File: config.mk
export PLATFORM = sky130hd
export DESIGN_NAME = reg_scoreboard_flat
export DESIGN_NICKNAME = d
export VERILOG_FILES = /design/src/rtl/riscv_config_pkg.sv /design/src/rtl/riscv_types_pkg.sv /design/src/rtl/reg_scoreboard_if.sv /design/src/rtl/sat_counter.sv /design/src/rtl/reg_scoreboard.sv /design/src/flat_wrapper.sv
export SDC_FILE = /design/constraint.sdc
export NUM_CORES = 1
export LEC_CHECK = 0
export BUFFER_PORTS_ARGS = -buffer_cell sky130_fd_sc_hd__buf_2
export CORE_ASPECT_RATIO = 1.1
export CORE_MARGIN = 3
export CORE_UTILIZATION = 63
export DETAILED_ROUTE_END_ITERATION = 8
export PLACE_DENSITY = 0.85
export SYNTH_ARGS = -nofsm -noshare
export SYNTH_HDL_FRONTEND = slang
export SYNTH_HIERARCHICAL = 1
export SYNTH_SLANG_ARGS = --single-unit
File: constraint.sdc
create_clock -name clk_i -period 7.7 [get_ports clk_i]
set_input_delay 0.385 -clock clk_i [delete_from_list [all_inputs] [get_ports clk_i]]
set_output_delay 0.385 -clock clk_i [all_outputs]
set_load 0.1 [all_outputs]
File: src/rtl/riscv_config_pkg.sv
// Build-time defaults for the register scoreboard and the interface it shares with Decode.
package riscv_config_pkg;

    localparam int NUM_REGS_DEFAULT        = 32;
    localparam int MAX_OUTSTANDING_DEFAULT = 4;
    localparam int NUM_SRC_DEFAULT         = 2;
    localparam int CNT_W_DEFAULT           = 32;

endpackage

File: src/rtl/riscv_types_pkg.sv
// Shared type definitions for the scoreboard control path.
package riscv_types_pkg;

    // IDLE: normal issue; DRAIN: waiting for every outstanding writer to return
    typedef enum logic {
        IDLE  = 1'b0,
        DRAIN = 1'b1
    } sb_state_e;

endpackage

File: src/rtl/reg_scoreboard_if.sv
// Decode <-> scoreboard bundle: issue request, long-latency writeback, fence and status.
interface reg_scoreboard_if #(
    parameter int NUM_REGS = riscv_config_pkg::NUM_REGS_DEFAULT,
    parameter int NUM_SRC  = riscv_config_pkg::NUM_SRC_DEFAULT,
    parameter int CNT_W    = riscv_config_pkg::CNT_W_DEFAULT
);

    localparam int ADDR_W = $clog2(NUM_REGS);

    logic                           issue_valid_i;
    logic [NUM_SRC-1:0][ADDR_W-1:0] issue_rs_addr_i;
    logic [NUM_SRC-1:0]             issue_rs_used_i;
    logic [ADDR_W-1:0]              issue_rd_addr_i;
    logic                           issue_long_lat_i;
    logic                           wb_valid_i;
    logic [ADDR_W-1:0]              wb_rd_addr_i;
    logic                           fence_req_i;

    logic                           stall_o;
    logic                           fence_done_o;
    logic                           busy_o;
    logic                           err_o;
    logic [CNT_W-1:0]               stall_cycles_o;

    modport master (
        output issue_valid_i, issue_rs_addr_i, issue_rs_used_i, issue_rd_addr_i,
               issue_long_lat_i, wb_valid_i, wb_rd_addr_i, fence_req_i,
        input  stall_o, fence_done_o, busy_o, err_o, stall_cycles_o
    );

    modport slave (
        input  issue_valid_i, issue_rs_addr_i, issue_rs_used_i, issue_rd_addr_i,
               issue_long_lat_i, wb_valid_i, wb_rd_addr_i, fence_req_i,
        output stall_o, fence_done_o, busy_o, err_o, stall_cycles_o
    );

endinterface

File: src/rtl/sat_counter.sv
// Saturating up-counter with synchronous clear; holds at all-ones once reached.
module sat_counter #(
    parameter int WIDTH = 32
) (
    input  logic             clk_i,
    input  logic             clr_i,
    input  logic             inc_i,
    output logic [WIDTH-1:0] count_o
);

    logic [WIDTH-1:0] count_q;
    logic [WIDTH-1:0] count_d;

    always_comb begin
        count_d = count_q;
        if (inc_i && (count_q != '1)) begin
            count_d = count_q + WIDTH'(1);
        end
    end

    // NOTE: sequential state uses non-blocking assignments only; next-state math lives in always_comb.
    always_ff @(posedge clk_i) begin
        if (clr_i) begin
            count_q <= '0;
        end else begin
            count_q <= count_d;
        end
    end

    assign count_o = count_q;

endmodule

File: src/rtl/reg_scoreboard.sv
// In-order issue scoreboard: RAW/WAW/capacity stalls, long-latency writer tracking and fence drain.
// Define SCOREBOARD_WB_BYPASS_EN to let a same-cycle writeback release hazards and capacity.
module reg_scoreboard
    import riscv_types_pkg::*;
#(
    parameter int NUM_REGS        = riscv_config_pkg::NUM_REGS_DEFAULT,
    parameter int NUM_SRC         = riscv_config_pkg::NUM_SRC_DEFAULT,
    parameter int MAX_OUTSTANDING = riscv_config_pkg::MAX_OUTSTANDING_DEFAULT,
    parameter int CNT_W           = riscv_config_pkg::CNT_W_DEFAULT
) (
    input  logic            clk_i,
    input  logic            rst_i,
    reg_scoreboard_if.slave sb_if
);

    localparam int                OCNT_W  = $clog2(MAX_OUTSTANDING + 1);
    localparam logic [OCNT_W-1:0] MAX_CNT = OCNT_W'(MAX_OUTSTANDING);

    sb_state_e           state_q, state_d;
    logic [NUM_REGS-1:0] pending_q, pending_d;
    logic [OCNT_W-1:0]   count_q, count_d;
    logic                err_q, err_d;

    logic                wb_hit;
    logic                wb_bad;
    logic [NUM_REGS-1:0] hazard_view;
    logic                cap_full;
    logic                raw;
    logic                waw;
    logic                stall;
    logic                accept;
    logic                set_rd;
    logic                fence_done;
    logic [CNT_W-1:0]    stall_cycles;

    // Hazard detection and issue acceptance
    always_comb begin
        wb_hit = sb_if.wb_valid_i && (sb_if.wb_rd_addr_i != '0)
                 && pending_q[sb_if.wb_rd_addr_i];
        wb_bad = sb_if.wb_valid_i && !wb_hit;

        hazard_view = pending_q;
        cap_full    = (count_q == MAX_CNT);
`ifdef SCOREBOARD_WB_BYPASS_EN
        // The returning result is forwarded, so it neither blocks a reader nor holds a slot.
        if (wb_hit) begin
            hazard_view[sb_if.wb_rd_addr_i] = 1'b0;
            cap_full                        = 1'b0;
        end
`endif

        raw = 1'b0;
        for (int s = 0; s < NUM_SRC; s++) begin
            if (sb_if.issue_rs_used_i[s] && hazard_view[sb_if.issue_rs_addr_i[s]]) begin
                raw = 1'b1;
            end
        end
        waw = sb_if.issue_long_lat_i && hazard_view[sb_if.issue_rd_addr_i];

        stall  = (state_q == DRAIN)
                 || (sb_if.issue_valid_i && (raw || waw || (sb_if.issue_long_lat_i && cap_full)));
        accept = sb_if.issue_valid_i && !stall;
        set_rd = accept && sb_if.issue_long_lat_i && (sb_if.issue_rd_addr_i != '0);
    end

    // Pending-bit, outstanding-count and error bookkeeping
    always_comb begin
        pending_d = pending_q;
        count_d   = count_q;
        err_d     = err_q | wb_bad;

        if (wb_hit) begin
            pending_d[sb_if.wb_rd_addr_i] = 1'b0;
        end
        // Set after clear: a new writer to the register just written back keeps it pending.
        if (set_rd) begin
            pending_d[sb_if.issue_rd_addr_i] = 1'b1;
        end

        case ({set_rd, wb_hit})
            2'b10:   count_d = count_q + OCNT_W'(1);
            2'b01:   count_d = count_q - OCNT_W'(1);
            default: count_d = count_q;
        endcase
    end

    // Fence FSM: DRAIN holds Decode until every writer has returned
    always_comb begin
        state_d    = state_q;
        fence_done = 1'b0;
        case (state_q)
            IDLE: begin
                if (sb_if.fence_req_i) begin
                    state_d = DRAIN;
                end
            end
            DRAIN: begin
                if (count_q == '0) begin
                    state_d    = IDLE;
                    fence_done = 1'b1;
                end
            end
            default: state_d = IDLE;
        endcase
    end

    // NOTE: the pending vector is plain flops and is cleared on reset; a stale bit would stall Decode forever.
    always_ff @(posedge clk_i) begin
        if (rst_i) begin
            state_q   <= IDLE;
            pending_q <= '0;
            count_q   <= '0;
            err_q     <= 1'b0;
        end else begin
            state_q   <= state_d;
            pending_q <= pending_d;
            count_q   <= count_d;
            err_q     <= err_d;
        end
    end

    sat_counter #(
        .WIDTH (CNT_W)
    ) u_stall_cnt (
        .clk_i   (clk_i),
        .clr_i   (rst_i),
        .inc_i   (stall),
        .count_o (stall_cycles)
    );

    assign sb_if.stall_o        = stall;
    assign sb_if.fence_done_o   = fence_done;
    assign sb_if.busy_o         = (count_q != '0);
    assign sb_if.err_o          = err_q;
    assign sb_if.stall_cycles_o = stall_cycles;

endmodule

File: src/flat_wrapper.sv
// flat-port wrapper written by rule: the top's interface ports become plain ports
module reg_scoreboard_flat import riscv_types_pkg::*;
#(
    parameter int NUM_REGS        = riscv_config_pkg::NUM_REGS_DEFAULT,
    parameter int NUM_SRC         = riscv_config_pkg::NUM_SRC_DEFAULT,
    parameter int MAX_OUTSTANDING = riscv_config_pkg::MAX_OUTSTANDING_DEFAULT,
    parameter int CNT_W           = riscv_config_pkg::CNT_W_DEFAULT
)
  (clk_i, rst_i, sb_if_issue_valid_i, sb_if_issue_rs_addr_i, sb_if_issue_rs_used_i, sb_if_issue_rd_addr_i, sb_if_issue_long_lat_i, sb_if_wb_valid_i, sb_if_wb_rd_addr_i, sb_if_fence_req_i, sb_if_stall_o, sb_if_fence_done_o, sb_if_busy_o, sb_if_err_o, sb_if_stall_cycles_o);
  reg_scoreboard_if #(.NUM_REGS(NUM_REGS), .NUM_SRC(NUM_SRC), .CNT_W(CNT_W)) sb_if_i ();
  input  logic clk_i;
  input  logic rst_i;
  input wire logic [$bits(sb_if_i.issue_valid_i)-1:0] sb_if_issue_valid_i;
  input wire logic [$bits(sb_if_i.issue_rs_addr_i)-1:0] sb_if_issue_rs_addr_i;
  input wire logic [$bits(sb_if_i.issue_rs_used_i)-1:0] sb_if_issue_rs_used_i;
  input wire logic [$bits(sb_if_i.issue_rd_addr_i)-1:0] sb_if_issue_rd_addr_i;
  input wire logic [$bits(sb_if_i.issue_long_lat_i)-1:0] sb_if_issue_long_lat_i;
  input wire logic [$bits(sb_if_i.wb_valid_i)-1:0] sb_if_wb_valid_i;
  input wire logic [$bits(sb_if_i.wb_rd_addr_i)-1:0] sb_if_wb_rd_addr_i;
  input wire logic [$bits(sb_if_i.fence_req_i)-1:0] sb_if_fence_req_i;
  output wire logic [$bits(sb_if_i.stall_o)-1:0] sb_if_stall_o;
  output wire logic [$bits(sb_if_i.fence_done_o)-1:0] sb_if_fence_done_o;
  output wire logic [$bits(sb_if_i.busy_o)-1:0] sb_if_busy_o;
  output wire logic [$bits(sb_if_i.err_o)-1:0] sb_if_err_o;
  output wire logic [$bits(sb_if_i.stall_cycles_o)-1:0] sb_if_stall_cycles_o;
  assign sb_if_i.issue_valid_i = sb_if_issue_valid_i;
  assign sb_if_i.issue_rs_addr_i = sb_if_issue_rs_addr_i;
  assign sb_if_i.issue_rs_used_i = sb_if_issue_rs_used_i;
  assign sb_if_i.issue_rd_addr_i = sb_if_issue_rd_addr_i;
  assign sb_if_i.issue_long_lat_i = sb_if_issue_long_lat_i;
  assign sb_if_i.wb_valid_i = sb_if_wb_valid_i;
  assign sb_if_i.wb_rd_addr_i = sb_if_wb_rd_addr_i;
  assign sb_if_i.fence_req_i = sb_if_fence_req_i;
  assign sb_if_stall_o = sb_if_i.stall_o;
  assign sb_if_fence_done_o = sb_if_i.fence_done_o;
  assign sb_if_busy_o = sb_if_i.busy_o;
  assign sb_if_err_o = sb_if_i.err_o;
  assign sb_if_stall_cycles_o = sb_if_i.stall_cycles_o;
  reg_scoreboard #(.NUM_REGS(NUM_REGS), .NUM_SRC(NUM_SRC), .MAX_OUTSTANDING(MAX_OUTSTANDING), .CNT_W(CNT_W)) u_core (.clk_i(clk_i), .rst_i(rst_i), .sb_if(sb_if_i));
endmodule
==> results.txt, run 1 <==
The cell total after placement is between 500 and 600. The congestion estimate from routability-driven global placement came to 0.916. For this run, the detailed router's first-pass iteration total came to 8. The max-capacitance violation count came out at 0. The actual slew at the worst max-slew pin is approximately 0.86 ns. The post-route non-filler standard cell count came out at 607. The endpoint type of the worst setup path is a flip-flop.

In this run, synthesis inferred 0 flip-flops with an integrated enable. Sequential cells burn a little under half of the power. The register area share after synthesis is roughly 30%. The amount of wire on met3 after detailed routing came out at 1140 um. The final global-route overflow total came out at 0.

The effective utilization at floorplan is approximately two thirds. Setup repair after global routing left no endpoint under its margin. The TritonCTS buffer count came out at 9. TritonCTS built the clock tree. The detail route stage leaves a number of antenna-violating nets equal to 0. Counting distinct cell types in the post-synthesis netlist gives between 60 and 70. The max-slew violation total from the final report came to 0. The share of total power consumed by net switching came out at between 20 and 30%. The y dimension of the die is 95.9 um. The final route contains 4,488 vias. The flow ran to the end, and the final reports show no timing, DRC or antenna violations.

The number of setup violations in the final report is 0. The required time of the critical path is roughly 7.9 ns. Global routing used about a third of the available tracks across all layers. The first-pass GRT wire length came out at between 20,000 and 25,000 um. The detailed router's first-iteration violation count came out at slightly below 700.

The worst register-to-register path has a setup slack of between 3 and 4 ns. The clock period minus final worst setup slack is approximately 4.1 ns. The flop and latch count out of synthesis came out at 69. The wire length on met2 is roughly 6400 um. The worst reg2reg path endpoint is u_core/u_stall_cnt/count_o[31]. In this run the critical register-to-register path is launched from u_core/hazard_view[13].

The analysis attributes to net switching a power of around 0.22 mW. The fraction of final layout cells with drive strength greater than 1 is around a quarter. The total power per unit cell area is roughly 150 nW/um^2. The number of gates resized after cts came out at 0. The placement-stage worst setup slack came out at around 3.4 ns. The most critical setup path has its startpoint at u_core/hazard_view[13]. The final-layout worst hold slack is 0.301 ns. The static leakage is roughly 1.7 nW. The setup TNS is 0 ns. The area of the die is between 8000 and 9000 um^2.

The highest routed metal layer is met4. The number of buffers inserted for hold repair after clock tree synthesis is 0. Per report_power, the combinational group accounts for approximately 14% of the total. The half-perimeter wire length of the detailed placement result is a little over 9000 um. Using the TritonRoute via totals, the vias-per-cell ratio works out to between 7 and 8. The number of sinks handled by clock tree synthesis is a little under 70. The data arrival time at the worst-slack endpoint is ~4.3 ns. The maximum clock frequency came out at 0.246 GHz. The mapped netlist covers about 4600 um^2.

In this design, the critical path's most frequently occurring cell is sky130_fd_sc_hd__nand4_1. The total count of hold-check failures in the final report came to 0. The number of antenna diodes came out at 0.

The clock root buffer master is sky130_fd_sc_hd__clkbuf_8. The internal power consumption came out at between 0.5 and 0.6 mW. The most used flip-flop cell after synthesis is sky130_fd_sc_hd__dfxtp_1. The slowest stage of the critical path belongs to the cell sky130_fd_sc_hd__nor4_2. The relative slew slack came out at a little over two fifths.

The net total in the final layout came out at roughly 550. VDD sags by at most around 0.1 mV. The synthesized net count came out at 512. The average routed wire per standard cell is about 21 um.

The clock insertion delay at the later pin of the skew report is about 0.34 ns. The worst-case reg-to-reg path depth came out at 12. The number of levels in the clock H-tree came out at 3. The path class of the tightest hold or removal check is in2reg. The count of buffers inserted at the top-level ports is 63. The proportion of power drawn by the clock network is 38.4%. Counting flops with an async set or reset pin after synthesis yields a share of 0%. Post-CTS timing repair inserted 0 buffers for setup. The worst path uses 52.9% of the clock period. The DRC violations left came out at 0. The synthesized area per cell came out at around 9.6 um^2. Across the routed clock network, the largest skew measured is about 0.013 ns. The capture point of the critical path is u_core/u_stall_cnt/count_o[31].

In this run the standard cell core region covers between 7000 and 8000 um^2. The area overhead of the layout relative to synthesis is 9.20%. The floorplan step set the die width to slightly below 90 um. The top fanout value on the critical path came out at 33.

The classification of the worst setup path is reg2reg. The via count of the first global-routing pass came out at around 4,200. The number of standard cells after synthesis is 481. The wire length after detailed routing came out at about 13,000 um. The maximum number of pins on one net before global-route repair came out at 43. The number of top-level design ports is between 60 and 70. The number of synthesis warnings came out at 6.

The clock input transition at the sequential cells of the worst setup and hold paths came out at around 0.07 ns. The signal on the critical path passes through mux4_2 > nor2_1 > a311oi_1 > o21ai_1 > o211ai_4 > buf_4 > a21o_1 > nand4_1 > nor4_2 > nand4_1 > nor4_1 > mux2_2. The site row count is 32. The type of element launching the critical path is a flip-flop. The highest cell delay on the worst timing path is ~0.6 ns. In this run the deepest clock path goes through 2 buffers.

The number of antenna violations at the first check in global routing came out at 0. The worst path setup slack after routing is approximately 3.6 ns. The routed length on met1 came out at 4960 um.
-- cells by family after synthesis --
family                   after synthesis  synth area share, %
AND/OR/NAND/NOR                      172                 21.3
buffers and inverters                 49                 5.57
AO/OA/AOI/OAI                        131                 22.1
flip-flops                            69                 29.9
multiplexers                          48                 18.5
adder cells (fa/ha/maj)                3                0.974
XOR/XNOR                               9                 1.70
-- Yosys cell counts, types with 5 or more instances --
cell type | n | share of area, %
sky130_fd_sc_hd__mux4_2 | 23 | 11
sky130_fd_sc_hd__nand2b_1 | 7 | 0.95
sky130_fd_sc_hd__buf_2 | 11 | 1.2
sky130_fd_sc_hd__o41ai_1 | 25 | 4.7
sky130_fd_sc_hd__a21oi_1 | 24 | 2.6
sky130_fd_sc_hd__buf_6 | 6 | 1.5
sky130_fd_sc_hd__nand3_1 | 26 | 2.8
sky130_fd_sc_hd__inv_1 | 8 | 0.65
sky130_fd_sc_hd__o311ai_0 | 30 | 5.7
sky130_fd_sc_hd__nor2_1 | 33 | 2.7
sky130_fd_sc_hd__o31ai_1 | 13 | 2.1
sky130_fd_sc_hd__dfxtp_1 | 69 | 30
sky130_fd_sc_hd__o21ai_0 | 13 | 1.4
sky130_fd_sc_hd__nand2_1 | 20 | 1.6
sky130_fd_sc_hd__nor3_1 | 5 | 0.54
sky130_fd_sc_hd__or3_1 | 15 | 2.0
sky130_fd_sc_hd__mux4_1 | 5 | 2.8
sky130_fd_sc_hd__nand3b_1 | 10 | 1.6
sky130_fd_sc_hd__nand4_1 | 12 | 1.6
sky130_fd_sc_hd__clkbuf_1 | 18 | 1.5
sky130_fd_sc_hd__or4_1 | 12 | 1.9
sky130_fd_sc_hd__mux2i_1 | 15 | 3.2
sky130_fd_sc_hd__xnor2_1 | 6 | 1.1
-- power groups by stage --
stage | registers, mW | clock network (mW) | logic [mW]
after floorplan | 0.386 | 0 | 0.0729
after detailed placement | 0.373 | 0 | 0.110
after CTS | 0.365 | 0.304 | 0.110
final | 0.365 | 0.297 | 0.112
after global placement | 0.373 | 0 | 0.107
after global routing | 0.365 | 0.316 | 0.118
-- stage by stage --
step	util (%)	cell area [um^2]	total power, mW
floorplan	-	4630	0.459
global placement	68.5	4850	0.479
detailed placement	68.5	4850	0.483
CTS	71.3	5050	0.779
global route	71.3	5050	0.799
finish	71.3	5050	0.773
-- final cells by class --
cell class                      instances  area [um^2]
Tap cell                               85          106
Timing Repair Buffer                   66          338
Sequential cell                        69         1380
Fill cell                             559         2040
Multi-Input combinational cell        363         2990
Clock buffer                           11          151
Inverter                                9         33.8
Clock inverter                          4         47.5
-- layer usage --
| layer | GRT usage (%) | up-vias |
|---|---|---|
| met4 | 14.5 | 0 |
| met3 | 5.82 | 45 |
| li1 | - | 2030 |
| met2 | 52.6 | 295 |
| met1 | 38.9 | 2118 |
| met5 | 0 | - |
-- worst min path at each step --
stage                             startpoint                 end  depth (start not counted)
after global placement    u_core/sb_if.err_o  u_core/sb_if.err_o                          1
after floorplan                        rst_i   u_core/count_q[2]                          1
after detailed placement  u_core/sb_if.err_o  u_core/sb_if.err_o                          1
after CTS                  sb_if_fence_req_i      u_core/state_q                          3
after global routing       sb_if_fence_req_i      u_core/state_q                          3
final                      sb_if_fence_req_i      u_core/state_q                          3
-- registers in the layout, summed over array words and instances, names as in the netlist --
| name | flops |
|---|---|
| u_core/hazard_view | 32 |
| u_core/u_stall_cnt/count_o | 32 |
| u_core/count_q | 3 |
| u_core/sb_if.err_o | 1 |
| u_core/state_q | 1 |
-- layout by cell type (no fill, tap or decap), drive strengths merged, types with 4 or more instances in the layout --
master / count
a21oi: 25
and3: 4
and4: 4
buf: 66
clkbuf: 11
dfxtp: 69
inv: 8
mux2: 5
mux2i: 15
mux4: 28
nand2: 21
nand2b: 7
nand3: 28
nand3b: 10
nand4: 12
nor2: 33
nor3: 5
nor3b: 4
nor4: 5
o21ai: 17
o311ai: 32
o31ai: 13
o41ai: 26
or3: 16
or3b: 6
or4: 12
xnor2: 6
-- critical path: cells and delay by family (launching register included) --
kind / cells / cell delay (ns)
AO/OA/AOI/OAI: 4 / 1.10
multiplexers: 2 / 0.64
flip-flops: 1 / 0.42
buffers and inverters: 1 / 0.35
AND/OR/NAND/NOR: 5 / 1.46
Note: power is estimated with default switching activity, not from simulation.
==> run 2: changes to the inputs <==
--- a/config.mk
+++ b/config.mk
@@ -8,9 +8,9 @@
 export BUFFER_PORTS_ARGS = -buffer_cell sky130_fd_sc_hd__buf_2
 export CORE_ASPECT_RATIO = 1.1
 export CORE_MARGIN = 3
-export CORE_UTILIZATION = 63
+export CORE_UTILIZATION = 53
 export DETAILED_ROUTE_END_ITERATION = 8
-export PLACE_DENSITY = 0.85
+export PLACE_DENSITY = 0.76
 export SYNTH_ARGS = -nofsm -noshare
 export SYNTH_HDL_FRONTEND = slang
 export SYNTH_HIERARCHICAL = 1
==> constraint.sdc (replaced) <==
create_clock -name clk_i -period 3.39 [get_ports clk_i]
set_input_delay 0.1695 -clock clk_i [delete_from_list [all_inputs] [get_ports clk_i]]
set_output_delay 0.1695 -clock clk_i [all_outputs]
set_load 0.1 [all_outputs]
==> run 2 against run 1 <==
Effect of this change: routed wire length increased by 5.0%; cell area grew 2.6%; die area up 18%; sequential share of layout area fell by 0.69 points; clock skew decreased by 0.0062 ns; final cell count grew 5.6%; critical path type unchanged; critical endpoint unchanged; largest power group unchanged.
==> results.txt, run 2 (same netlist as run 1, synthesis figures left out) <==
The flow ran to the end, and the final reports show no timing, DRC or antenna violations. The clock input transition at the sequential cells of the worst setup and hold paths came out at ~0.07 ns. Adding up every negative setup slack in the final design gives 0 ns. The classification of the worst setup path is reg2reg. The number of setup violations in the final report is 0. The library cell used most frequently in the layout, excluding fill and tap cells, is sky130_fd_sc_hd__dfxtp_1. The clock insertion delay at the later pin of the skew report came out at 0.34 ns. After detailed routing, the number of vias per cell comes to between 7 and 8.

The worst-case reg-to-reg path depth came out at 11. For the worst setup path, the data required time is ~3.6 ns. The area taken by flip-flops and latches is roughly 1400 um^2.

The worst path setup slack after routing came out at about 0.23 ns. The worst hold path belongs to the class in2reg. The detailed router placed between 4,000 and 5,000 vias in this run. Summed over all layers, the global routing overflow is 0. The first element of the critical path is u_core/hazard_view[9]. The top fanout value on the critical path is 6. The fraction of met1 tracks used by global routing is 34.9%.

The effective utilization at floorplan came out at about 55%. At the pin with the least slew margin, the transition time is about 0.65 ns. The clock tree synthesis step divided the H-tree into 3 levels.

The met2 track demand over resource is 44.6%. The number of antenna diodes in the final layout is 0. The max-slew violation total from the final report came out at 0. The first-pass GRT wire length is about 22,000 um. The number of buffers inserted for hold repair after clock tree synthesis is 0. STA classifies the critical path startpoint as a flip-flop. The average routed wire per standard cell is approximately 21 um.

After detailed routing, the total wire length is approximately 14,000 um. Measured along the y axis, the die boundary spans 104 um. The maximum clock frequency is between 0.3 and 0.4 GHz. The net count of the finished layout is about 560.

With fillers left out, the area of the finished cells amounts to between 5000 and 6000 um^2. The data arrival time at the worst-slack endpoint is between 3 and 4 ns. The post-route non-filler standard cell count is 641.

The top cell types in the final layout, fill and taps aside, are sky130_fd_sc_hd__dfxtp_1, sky130_fd_sc_hd__buf_2, sky130_fd_sc_hd__nor2_1. The fraction of final layout cells with drive strength greater than 1 is 25.5%. TritonCTS built the clock tree. CTS saw 69 sinks. The number of antenna violations at the first check in global routing came to 0.

The cell total after placement came out at 626. The standard cell area after detailed placement is about 5000 um^2. The cell sitting at the root of the clock tree is a sky130_fd_sc_hd__clkbuf_8. The register-to-register setup slack is 0.23 ns. The site row count came out at 35. The final clock period utilization by the worst path is 93.4%. The area overhead of the layout relative to synthesis came out at 12.0%. The analysis attributes to cell leakage a power of roughly 1.8 nW. The final-layout worst hold slack is 0.0985 ns.

For this block, the initial DRC count from the detailed router was ~500. Setup repair after global routing left no endpoint under its margin. The maximum clock skew at final layout is slightly below 0.007 ns.

The total power per unit cell area is 352 nW/um^2. The placer congestion estimate came out at 0.955. In the global route stage, overall resource usage came out at 27.5%.

In the routed design, unresolved DRC markers number 0. The number of buffers inserted by post-CTS setup repair is 0. Overall power consumption after layout is estimated at around 1.8 mW. The half-perimeter wire length of the detailed placement result is 9680 um. The multi-input combinational cell area is 3020 um^2. STA classifies the critical path endpoint as a flip-flop. The first detailed-routing pass took 7 iterations. The total count of hold-check failures in the final report is 0.

The floorplan step set the die width to 95.1 um. Measured on the finished design, the core utilization comes to slightly above 60%. Timing analysis after detailed placement gives a worst setup slack of 0.319 ns. In this run the critical register-to-register path is launched from u_core/hazard_view[9]. Input and output buffers added on the ports amount to 63. The most critical setup path has its endpoint at u_core/u_stall_cnt/count_o[31]. Counting along the longest clock path gives a buffer depth of 2.

The TritonCTS buffer count came out at 9. In the global route stage, met3 resource usage came out at roughly 6%. The maximum resistive drop on vdd came out at ~0.30 mV. In this run the tightest slew margin relative to its limit is ~56%. The number of top-level design ports is between 60 and 70. The via count of the first global-routing pass came out at roughly 4,200.

The clock period minus final worst setup slack is between 3 and 4 ns. Once detail routing completed, the nets flagged for antenna violations numbered 0. The number of gates resized after CTS was 0. The max-capacitance violation count came out at 0. The standard cell core area came out at between 8000 and 9000 um^2.

The worst reg2reg path endpoint is u_core/u_stall_cnt/count_o[31]. The maximum number of pins on one net before global-route repair came out at 42. The die covers approximately 9900 um^2. The most used routing layer in global routing is met2. The number of fill cells in the layout came out at 700.
run 2: cell types whose count changed in the layout (fill, tap and decap cells not counted), sizes merged:
cell and change:
bufinv +1, clkinv -1, buf +8
run 2: worst min path at each step:
stage                                 start                end  cells past startpoint
after global placement    sb_if_fence_req_i     u_core/state_q                      3
after floorplan                       rst_i  u_core/count_q[2]                      1
final                     sb_if_fence_req_i     u_core/state_q                      3
after CTS                 sb_if_fence_req_i     u_core/state_q                      3
after global routing      sb_if_fence_req_i     u_core/state_q                      3
after detailed placement  sb_if_fence_req_i     u_core/state_q                      3
run 2: layer usage:
metal	wire length [um]	share of wire, %	up-vias
li1	-	-	2049
met1	5050	37	2126
met2	6550	48	342
met3	1490	11	58
met4	493	3.6	0
met5	0	0	-
run 2: power by group:
group,total (mW),switching (mW),internal (mW)
clock network,0.734,0.304,0.429
logic,0.262,0.191,0.0715
registers,0.829,0.0105,0.819
run 2: critical path: stages, from the launching register on:
cell and delay (ns):
sky130_fd_sc_hd__dfxtp_1 0.47, sky130_fd_sc_hd__mux4_2 0.29, sky130_fd_sc_hd__nor2_1 0.05, sky130_fd_sc_hd__a311oi_2 0.25, sky130_fd_sc_hd__o21ai_1 0.18, sky130_fd_sc_hd__o211ai_4 0.30, sky130_fd_sc_hd__a21o_4 0.20, sky130_fd_sc_hd__nand4_1 0.23
sky130_fd_sc_hd__nor4_4 0.35, sky130_fd_sc_hd__nand4_1 0.13, sky130_fd_sc_hd__nor4_1 0.22, sky130_fd_sc_hd__mux2_2 0.37
run 2: area by class of cell:
class	instances	share of cell area [%]
Multi-Input combinational cell	363	58.2
Sequential cell	69	26.7
Timing Repair Buffer	74	7.68
Clock buffer	11	2.73
Tap cell	111	2.68
Clock inverter	4	1.40
Inverter	9	0.652
==> run 3: changes to the inputs <==
--- a/config.mk
+++ b/config.mk
@@ -8,9 +8,10 @@
 export BUFFER_PORTS_ARGS = -buffer_cell sky130_fd_sc_hd__buf_2
 export CORE_ASPECT_RATIO = 1.1
 export CORE_MARGIN = 3
-export CORE_UTILIZATION = 53
+export CORE_UTILIZATION = 54
+export CTS_BUF_LIST = sky130_fd_sc_hd__clkbuf_8
 export DETAILED_ROUTE_END_ITERATION = 8
-export PLACE_DENSITY = 0.76
+export PLACE_DENSITY = 0.78
 export SYNTH_ARGS = -nofsm -noshare
 export SYNTH_HDL_FRONTEND = slang
 export SYNTH_HIERARCHICAL = 1
==> run 3 against run 2 <==
Effect of this change: critical path depth is the same; worst setup slack gained 0.022 ns; clock power shrank 19%; final cell count shrank 0.31%; utilization grew 2.0 points; critical path type unchanged; highest routed layer unchanged; sequential power is essentially flat; non-clock buffer count grew 2; first-iteration DRC count shrank 12%; routed wire length grew 0.24%; total power shrank 7.6%; critical endpoint is now u_core/u_stall_cnt/count_o[19]; via count grew 0.72%; combinational power is essentially flat.
==> results.txt, run 3 (same netlist as run 1, synthesis figures left out) <==
Row generation in the floorplan step produced 34 rows. The number of setup violations in the final report is 0. The clock input transition at the sequential cells of the worst setup and hold paths came out at about 0.070 ns. The setup TNS is 0 ns.

The first global-routing pass estimated 21,700 um of wire. The total power per unit cell area is between 300 and 400 nW/um^2. TritonCTS built the clock tree. The TritonCTS buffer count came out at 9. Across the VDD grid, the largest voltage drop is ~0.2 mV. Across every metal layer, demand over resource in global routing totals approximately 29%. In the layout the commonest cells are sky130_fd_sc_hd__dfxtp_1, sky130_fd_sc_hd__buf_2, sky130_fd_sc_hd__nor2_1. Compared with the post-synthesis result, the final layout area differs by 11.2%. The pre-antenna-repair detailed-routing pass consisted of 5 iterations.

Fill cells in the final layout number ~690. The number of top-level design ports came out at 64. The actual slew at the worst max-slew pin came out at around 0.68 ns. The total count of hold-check failures in the final report is 0. The static leakage came out at around 1.8 nW. The cell sitting at the root of the clock tree is a sky130_fd_sc_hd__clkbuf_8. By startpoint and endpoint, the worst setup path is classified as reg2reg. The number of buffers inserted for hold repair after clock tree synthesis came out at 0.

The register-to-register setup slack is about 0.25 ns. Summing internal, switching and leakage power gives approximately 1.7 mW. The maximum clock skew at final layout is between 0.01 and 0.015 ns. The post-route non-filler standard cell count is 639.

The number of vias per cell came out at a little over 7. The number of buffers inserted by post-CTS setup repair came out at 0. The tool flagged a number of max-cap violations equal to 0. The max-slew violation total from the final report came out at 0.

The placement-stage worst setup slack is 0.185 ns. The cell total after placement came out at 625. Traced cell by cell, the critical path runs through mux2_2 > o31ai_1 > a311oi_2 > o21ai_1 > o211ai_4 > a21o_4 > nand4_1 > buf_4 > or4_1 > or3_1 > a21oi_1. The relative slew slack is 54.3%. Summed over all layers, the routed wires come to between 10,000 and 15,000 um. The worst hold path class is in2reg. The y dimension of the die is ~100 um. The number of antenna diodes is 0.

The via count of the first global-routing pass is 4,281. The detail route stage leaves a number of antenna-violating nets equal to 0. For the worst-skew pair, the clock arrives at the later sink with an insertion delay of about 0.34 ns. The half-perimeter wire length of the detailed placement result came out at 9560 um. The worst path uses between 90% and 100% of the clock period. The instance count along the most critical hold path is 3. The total area inside the core boundary comes to between 8000 and 9000 um^2.

The fraction of final layout cells with drive strength greater than 1 is 25.6%. The DRC violations left is 0. Setup repair after global routing left no endpoint under its margin.

The worst path setup slack after routing came out at 0.247 ns. The cell at the slowest stage of the critical path is sky130_fd_sc_hd__or4_1. The maximum clock path buffer count is 2. The average routed wire per standard cell came out at between 20 and 25 um. The number of gates resized after cts came out at 0. The final global-route overflow total is 0. Summing over every cut layer, the via total after detailed routing is 4,608. The die extent in x is ~94 um. Entering global routing, the biggest net connects 42 pins. The most frequent standard cell in the layout excluding fill and tap cells is sky130_fd_sc_hd__dfxtp_1.

The number of sinks handled by clock tree synthesis is a little under 70. Measured in cells, the most critical reg-to-reg path has a length of 11. The net total in the final layout is 559. The clock period minus final worst setup slack is approximately 3.1 ns. STA classifies the critical path startpoint as a flip-flop.

Of all nets on the critical path, the largest fanout is 9. The required time of the critical path is between 3 and 4 ns. The standard cell area after detailed placement came out at 4980 um^2. The effective utilization at floorplan came out at between 50% and 60%.

For this block, the initial DRC count from the detailed router was around 440. The number of antenna violations at the first check in global routing came out at 0. The endpoint type of the worst setup path is a flip-flop. In this run the tool buffered the top-level ports with 63 buffer cells.

For the worst setup path, the data arrival time is roughly 3.4 ns. The placer congestion estimate came out at ~0.96. The highest cell delay on the worst timing path is roughly 0.48 ns. The number of levels in the clock H-tree came out at 3. The final cell area excluding filler cells came out at just over 5000 um^2.

The die covers slightly below 10,000 um^2. The run finished with clean final reports. Timing would allow up to between 0.3 and 0.4 GHz.
==> run 3: cell count changes in the layout (fill, tap and decap cells not counted) <==
cell and change:
sky130_fd_sc_hd__clkinv_2 +1, sky130_fd_sc_hd__clkbuf_8 +1, sky130_fd_sc_hd__inv_1 +1, sky130_fd_sc_hd__buf_4 +2
sky130_fd_sc_hd__clkinvlp_4 -1, sky130_fd_sc_hd__clkbuf_1 -1, sky130_fd_sc_hd__bufinv_16 -2
==> run 3: final timing paths <==
check,from,end
worst min-delay path,sb_if_fence_req_i,u_core/state_q
worst max register to register,u_core/hazard_view[8],u_core/u_stall_cnt/count_o[19]
worst max-delay path,u_core/hazard_view[8],u_core/u_stall_cnt/count_o[19]
worst min register to register,u_core/sb_if.err_o,u_core/sb_if.err_o
==> run 3: routing by layer <==
| layer | vias to the layer above | part of all wire [%] | track usage [%] |
|---|---|---|---|
| met5 | - | 0 | 0 |
| met4 | 0 | 4.1 | 15.0 |
| met3 | 62 | 9.4 | 5.62 |
| met2 | 336 | 48 | 46.8 |
| met1 | 2167 | 38 | 36.0 |
| li1 | 2043 | - | - |
==> run 3: area by class of cell <==
class	instances	area [um^2]	share of cell area (%)
multi-input cells	363	3020	58.6
flip-flops and latches	69	1380	26.9
repair buffers	76	413	8.03
clock buffers	11	151	2.94
well taps	108	135	2.63
inverters	9	33.8	0.657
clock inverters	3	13.8	0.268
==> run 3: report_power, final <==
part / internal (mW) / leakage [nW] / switching (mW)
combinational: 0.0712 / 1.15 / 0.193
sequential: 0.819 / 0.557 / 0.0102
clock: 0.293 / 0.0922 / 0.301
total: 1.18 / 1.80 / 0.504
==> run 3: worst max-delay path: cells and delay by family, from the launching register on <==
family / cells / cell delay, ns
mux: 1 / 0.18
compound gates: 6 / 1.27
simple gates: 3 / 0.98
flops: 1 / 0.41
buf+inv: 1 / 0.22
==> run 3: per-stage QoR <==
step | utilization, % | hold slack, ns
6_report | 63.3 | 0.0909
5_1_grt | 63.3 | 0.100
4_1_cts | 63.3 | 0.0783
3_5_place_dp | 61.3 | 0.444
3_3_place_gp | 61.3 | 0.439
2_1_floorplan | - | 0.239
